--- src/rtl/fifo_pkg.sv ---
//------------------------------------------------------------------------------
// fifo_pkg : shared defaults, read-mode constants and helpers for the FIFO family
// Revision  : 1.0 - initial release
//------------------------------------------------------------------------------
`timescale 1ns/1ps
`default_nettype none

package fifo_pkg;

   localparam int C_D_W  = 8;
   localparam int C_AD_W = 4;

   // Read-mode selectors, also used by the existing fifo bench
   localparam int MODE_STD  = 0;
   localparam int MODE_FWFT = 1;

   function automatic int clog2(input int value);
      int result;
      int remain;
      result = 0;
      remain = value - 1;
      while (remain > 0) begin
         result = result + 1;
         remain = remain >> 1;
      end
      return result;
   endfunction

endpackage : fifo_pkg

`default_nettype wire

--- src/rtl/fifo_mem.sv ---
//------------------------------------------------------------------------------
// fifo_mem : 2**ad_w x d_w register array, synchronous write, asynchronous read
// Revision : 1.0 - initial release
//------------------------------------------------------------------------------
`timescale 1ns/1ps
`default_nettype none

module fifo_mem
   import fifo_pkg::*;
#(
   parameter int d_w  = C_D_W,
   parameter int ad_w = C_AD_W
)(
   input  logic            clk,
   input  logic            wr_en,
   input  logic [ad_w-1:0] wr_addr,
   input  logic [d_w-1:0]  wr_data,
   input  logic [ad_w-1:0] rd_addr,
   output logic [d_w-1:0]  rd_data
);

   localparam int c_depth = 2**ad_w;

   // Storage is deliberately left unreset
   logic [d_w-1:0] r_mem [c_depth];

   always_ff @(posedge clk) begin
      if (wr_en) begin
         r_mem[wr_addr] <= wr_data;
      end
   end

   assign rd_data = r_mem[rd_addr];

endmodule : fifo_mem

`default_nettype wire

--- src/rtl/fifo_flags.sv ---
//------------------------------------------------------------------------------
// fifo_flags : single-clock FIFO with programmable thresholds, occupancy count,
//              sticky error flags and a compile-time FWFT read mode
// Revision   : 1.0 - initial release
//------------------------------------------------------------------------------
`timescale 1ns/1ps
`default_nettype none

module fifo_flags
   import fifo_pkg::*;
#(
   parameter int d_w    = C_D_W,
   parameter int ad_w   = C_AD_W,
   parameter int af_lvl = 14,
   parameter int ae_lvl = 2,
   parameter int fwft   = MODE_STD
)(
   input  logic           clk,
   input  logic           rst,
   input  logic           write,
   input  logic           read,
   input  logic [d_w-1:0] data_in,
   output logic [d_w-1:0] data_out,
   output logic           full,
   output logic           empty,
   output logic           almost_full,
   output logic           almost_empty,
   output logic [ad_w:0]  count,
   output logic           overflow,
   output logic           underflow,
   input  logic           err_clr
);

   localparam int            c_depth_i  = 2**ad_w;
   localparam logic [ad_w:0] c_depth    = {1'b1, {ad_w{1'b0}}};
   localparam logic [ad_w:0] c_one      = {{ad_w{1'b0}}, 1'b1};
   localparam logic [ad_w:0] c_af_lvl   = af_lvl[ad_w:0];
   localparam logic [ad_w:0] c_ae_lvl   = ae_lvl[ad_w:0];
   localparam logic [ad_w-1:0] c_ptr_one = {{(ad_w-1){1'b0}}, 1'b1};

   // Elaboration-time parameter legality
   if (af_lvl < 1 || af_lvl > c_depth_i) begin : g_bad_af_lvl
      $error("fifo_flags: af_lvl=%0d outside legal range 1..%0d", af_lvl, c_depth_i);
   end
   if (ae_lvl < 0 || ae_lvl >= c_depth_i) begin : g_bad_ae_lvl
      $error("fifo_flags: ae_lvl=%0d outside legal range 0..%0d", ae_lvl, c_depth_i - 1);
   end
   if (fwft != MODE_STD && fwft != MODE_FWFT) begin : g_bad_mode
      $error("fifo_flags: fwft=%0d must be %0d or %0d", fwft, MODE_STD, MODE_FWFT);
   end
   if (ad_w < 1 || clog2(c_depth_i) != ad_w) begin : g_bad_ad_w
      $error("fifo_flags: ad_w=%0d is not a usable address width", ad_w);
   end

   logic [ad_w-1:0] r_wr_ptr;
   logic [ad_w-1:0] r_rd_ptr;
   logic [ad_w:0]   r_count;
   logic            r_overflow;
   logic            r_underflow;

   logic            w_full;
   logic            w_empty;
   logic            w_rd_acc;
   logic            w_wr_acc;
   logic            w_ovf_evt;
   logic            w_unf_evt;
   logic [d_w-1:0]  w_mem_rd;

   assign w_full   = (r_count == c_depth);
   assign w_empty  = (r_count == '0);

   // A read frees a slot in the same edge, so a full FIFO still takes a paired write
   assign w_rd_acc  = read && !w_empty;
   assign w_wr_acc  = write && (!w_full || w_rd_acc);
   assign w_ovf_evt = write && !w_wr_acc;
   assign w_unf_evt = read && !w_rd_acc;

   fifo_mem #(
      .d_w  (d_w),
      .ad_w (ad_w)
   ) u_mem (
      .clk     (clk),
      .wr_en   (w_wr_acc),
      .wr_addr (r_wr_ptr),
      .wr_data (data_in),
      .rd_addr (r_rd_ptr),
      .rd_data (w_mem_rd)
   );

   always_ff @(posedge clk or negedge rst) begin
      if (!rst) begin
         r_wr_ptr <= '0;
         r_rd_ptr <= '0;
         r_count  <= '0;
      end else begin
         if (w_wr_acc) begin
            r_wr_ptr <= r_wr_ptr + c_ptr_one;
         end
         if (w_rd_acc) begin
            r_rd_ptr <= r_rd_ptr + c_ptr_one;
         end
         if (w_wr_acc && !w_rd_acc) begin
            r_count <= r_count + c_one;
         end else if (w_rd_acc && !w_wr_acc) begin
            r_count <= r_count - c_one;
         end
      end
   end

   // A fresh error in the clearing cycle takes priority over err_clr
   always_ff @(posedge clk or negedge rst) begin
      if (!rst) begin
         r_overflow  <= 1'b0;
         r_underflow <= 1'b0;
      end else begin
         if (w_ovf_evt) begin
            r_overflow <= 1'b1;
         end else if (err_clr) begin
            r_overflow <= 1'b0;
         end
         if (w_unf_evt) begin
            r_underflow <= 1'b1;
         end else if (err_clr) begin
            r_underflow <= 1'b0;
         end
      end
   end

   if (fwft == MODE_FWFT) begin : g_fwft
      assign data_out = w_empty ? '0 : w_mem_rd;
   end else begin : g_std
      logic [d_w-1:0] r_data_out;

      always_ff @(posedge clk or negedge rst) begin
         if (!rst) begin
            r_data_out <= '0;
         end else if (w_rd_acc) begin
            r_data_out <= w_mem_rd;
         end
      end

      assign data_out = r_data_out;
   end

   assign full         = w_full;
   assign empty        = w_empty;
   assign almost_full  = (r_count >= c_af_lvl);
   assign almost_empty = (r_count <= c_ae_lvl);
   assign count        = r_count;
   assign overflow     = r_overflow;
   assign underflow    = r_underflow;

endmodule : fifo_flags

`default_nettype wire

--- config.mk ---
export PLATFORM = sky130hd
export DESIGN_NAME = fifo_flags
export DESIGN_NICKNAME = d
export VERILOG_FILES = /design/src/rtl/fifo_pkg.sv /design/src/rtl/fifo_mem.sv /design/src/rtl/fifo_flags.sv
export SDC_FILE = /design/constraint.sdc
export NUM_CORES = 1
export LEC_CHECK = 0
export CAP_MARGIN = 20
export CORE_ASPECT_RATIO = 0.8
export CORE_UTILIZATION = 64
export DETAILED_ROUTE_END_ITERATION = 10
export PLACE_DENSITY = 0.84
export SETUP_SLACK_MARGIN = 0.4
export SYNTH_ARGS = -nofsm -noshare
export SYNTH_HDL_FRONTEND = slang
export SYNTH_SLANG_ARGS = --single-unit
--- constraint.sdc ---
create_clock -name clk -period 4.2 [get_ports clk]
set_input_delay 0.63 -clock clk [delete_from_list [all_inputs] [get_ports clk]]
set_output_delay 0.63 -clock clk [all_outputs]
set_load 0.05 [all_outputs]
==> qor.txt <==
status - finished, violations left
failing checks - DRC
met2 wire len - 5.97 mm
Comb pwr share - 32.0%
hold_buf cts - 0
routed length on met1 - 5.05 mm
largest net degree at the start of global routing - 27
Max-Cap Viols - 0
Peak Freq - 324 MHz
CORE AREA - 9150 um2
area grow syn2layout - 17.1%
ys flop type - edfxtp_1
Psw - 1800 uW
Switching Fraction - 34.0%
setup repair bufs after CTS - 0
starting density of the core - 66.9%
nets - 392
fill count - 493
worst hold path class - primary input to asynchronous set/reset pin
count of flip-flops with a built-in enable after synthesis - 128
Worst-Margin Slew - 0.878 ns
worst reg2reg setup slack - 1.15 ns
Top Ports - 32
synth unique cells - 41
Req. time, crit path - 3.57 ns
CTS resizes - 0
final hold violations - 0
register area share after synthesis - 72.1%
Total GRT Usage - 26.6%
top layer in use - met4
share of cells above drive strength 1 - 20.7%
max_slew headroom - 41.2%
Worst setup SP type - flip-flop
DRT iter0 DRCs - 229
WL final - 12.2 mm
Worst Setup End Kind - output pin
Worst EP arrival - 2.45 ns
initial antenna violation count - 0
Final HPWL DP - 7.34 mm
FF-to-FF Start - count[0]$_DFFE_PN0P_
n_diodes - 0
YS warnings - 0
synthesized area - 6130 um2
drt first pass iters - 7
setup_tns - 0 ns
crit path from - count[0]$_DFFE_PN0P_
Clock transition at path regs - 0.06 ns
period utilisation layout - 73.4%
worst setup path class - flip-flop to output pin
global-route wire length before repair - 18.0 mm
CTS HTree Levels - 4
Seq pwr share - 39.7%
CTS sink cnt - 151
DR WL met3 - 931 um
Buffers on Ports - 31
cell area power density - 739 nW/um2
die area - 9970 um2
via count - 3217
Final Setup Violations - 0
Hold WS - 0.452 ns
Clock Path Buffers - 2
CTS tree - yes
Leak Pwr - 0.00251 uW
GR Overflow Total - 0
R2R depth - 10
Seq cells post-synth - 151
clock share of power - 28.2%
# rows - 31
vias in the first global route - 3118
die width - 111 um
number of max-slew violations in the final report - 0
average wire per standard cell - 24.6 um
clock latency on the worst-skew pair - 0.42 ns
drt drc - 9
routability cong. - 0.935
worst setup path end - empty
Syn Nets - 349
Tmin final - 3.08 ns
reg2reg end - count[4]$_DFFE_PN0P_
clk root buf - clkbuf_16
total CTS buffers - 17
Post-Synthesis Cells - 326
Final Skew - 0.00547 ns
peak supply drop - 365 uV
Post-synth ARST share - 15.2%
Internal Power - 3500 uW
Crit Path Max Fanout - 6
Vias per Instance - 6.47
RSZ-0062 raised after global routing - false
DIE HEIGHT - 89.5 um
synthesized area per cell - 18.8 um2
Final ANT Viol Nets - 0
[power by group through the flow]
stage / logic (uW) / clock network (uW) / registers, uW
after floorplan: 1090 / 0 / 2220
after detailed placement: 1610 / 0 / 2160
final: 1700 / 1500 / 2110
after global routing: 1800 / 1570 / 2130
after global placement: 1580 / 0 / 2150
after CTS: 1640 / 1520 / 2140
[sequential cells by signal, indices dropped and copies added (netlist names)]
register / count
r_rd_ptr: 4
r_wr_ptr: 4
u_mem.r_mem: 128
underflow: 1
count: 5
data_out: 8
overflow: 1
[Yosys cell counts, types with 4 or more instances]
| library cell | instances | area [um2] |
|---|---|---|
| o21ai_0 | 4 | 20.0 |
| nand2_1 | 11 | 41.3 |
| and3_1 | 4 | 25.0 |
| and2_1 | 5 | 31.3 |
| xnor2_1 | 9 | 78.8 |
| mux2i_1 | 12 | 120 |
| o22ai_1 | 7 | 43.8 |
| clkbuf_1 | 6 | 22.5 |
| nand3_1 | 5 | 25.0 |
| nor4_1 | 4 | 25.0 |
| buf_4 | 4 | 30.0 |
| nor2_1 | 10 | 37.5 |
| mux4_2 | 30 | 676 |
| edfxtp_1 | 128 | 3840 |
| a211oi_1 | 7 | 52.6 |
| ha_1 | 9 | 113 |
| dfrtp_1 | 23 | 576 |
| inv_1 | 11 | 41.3 |
| a21o_1 | 9 | 67.6 |
[layout make-up]
class	instances	area (um2)	area share (%)
clock inverter	15	166	2.32
clock buffer	17	425	5.93
multi-input combinational	146	1550	21.6
timing repair buffer	40	418	5.82
inverter	13	56.3	0.785
sequential	151	4420	61.6
tap	115	144	2.00
[logic make-up after synthesis]
group           Yosys count  synth area share (%)
simple gates             48                  4.19
flops                   151                  72.1
buf+inv                  29                  2.63
mux                      44                  13.4
xor+xnor                 10                  1.43
fa+ha+maj                10                  2.16
compound gates           34                  4.10
[stage by stage]
| step | std cells | power, uW | instance area [um2] | util [%] | setup slack (ns) |
|---|---|---|---|---|---|
| 3_3_place_gp | 463 | 3720 | 6530 | 71.3 | 1.18 |
| 4_1_cts | 495 | 5300 | 7120 | 77.8 | 1.08 |
| 3_5_place_dp | 463 | 3780 | 6530 | 71.3 | 1.08 |
| 6_report | 497 | 5310 | 7180 | 78.4 | 1.12 |
| 2_1_floorplan | 326 | 3310 | 6130 | - | 1.05 |
| 5_1_grt | 497 | 5500 | 7180 | 78.4 | 1.02 |
[metal layers]
metal / GRT usage, % / vias up
met4: 12.0 / 0
met2: 42.0 / 166
met3: 8.75 / 22
met1: 34.6 / 1644
li1: - / 1385
met5: 0 / -
[layout by cell type, fill, tap and decap left out, types with 3 or more instances in the layout]
| master | n |
|---|---|
| edfxtp_1 | 128 |
| clkdlybuf4s50_1 | 31 |
| mux4_2 | 30 |
| dfrtp_1 | 23 |
| clkbuf_16 | 17 |
| mux2i_1 | 12 |
| inv_1 | 11 |
| nand2_1 | 11 |
| nor2_1 | 10 |
| a21o_1 | 9 |
| xnor2_1 | 9 |
| ha_1 | 9 |
| o22ai_1 | 7 |
| a211oi_1 | 7 |
| buf_4 | 7 |
| and2_1 | 5 |
| nand3_1 | 5 |
| and3_1 | 4 |
| nor4_1 | 4 |
| o21ai_0 | 4 |
| inv_6 | 4 |
| clkinv_4 | 3 |
| clkinvlp_4 | 3 |
[critical path, cell delays in order (launching register included)]
cell and delay, ns:
dfrtp_1 0.45, or4_4 0.62, nor2_1 0.15, clkdlybuf4s50_1 0.82
[how the worst min path moves through the flow]
| stage | cells after the start | to | slack [ns] |
|---|---|---|---|
| after global placement | 1 | data_out[3]$_DFFE_PN0P_ | 0.47 |
| after CTS | 1 | data_out[2]$_DFFE_PN0P_ | 0.49 |
| after floorplan | 0 | count[0]$_DFFE_PN0P_ | 0.33 |
| final | 1 | count[0]$_DFFE_PN0P_ | 0.45 |
| after detailed placement | 1 | data_out[2]$_DFFE_PN0P_ | 0.47 |
| after global routing | 1 | count[0]$_DFFE_PN0P_ | 0.45 |
Power figures use the tool's default switching activity.
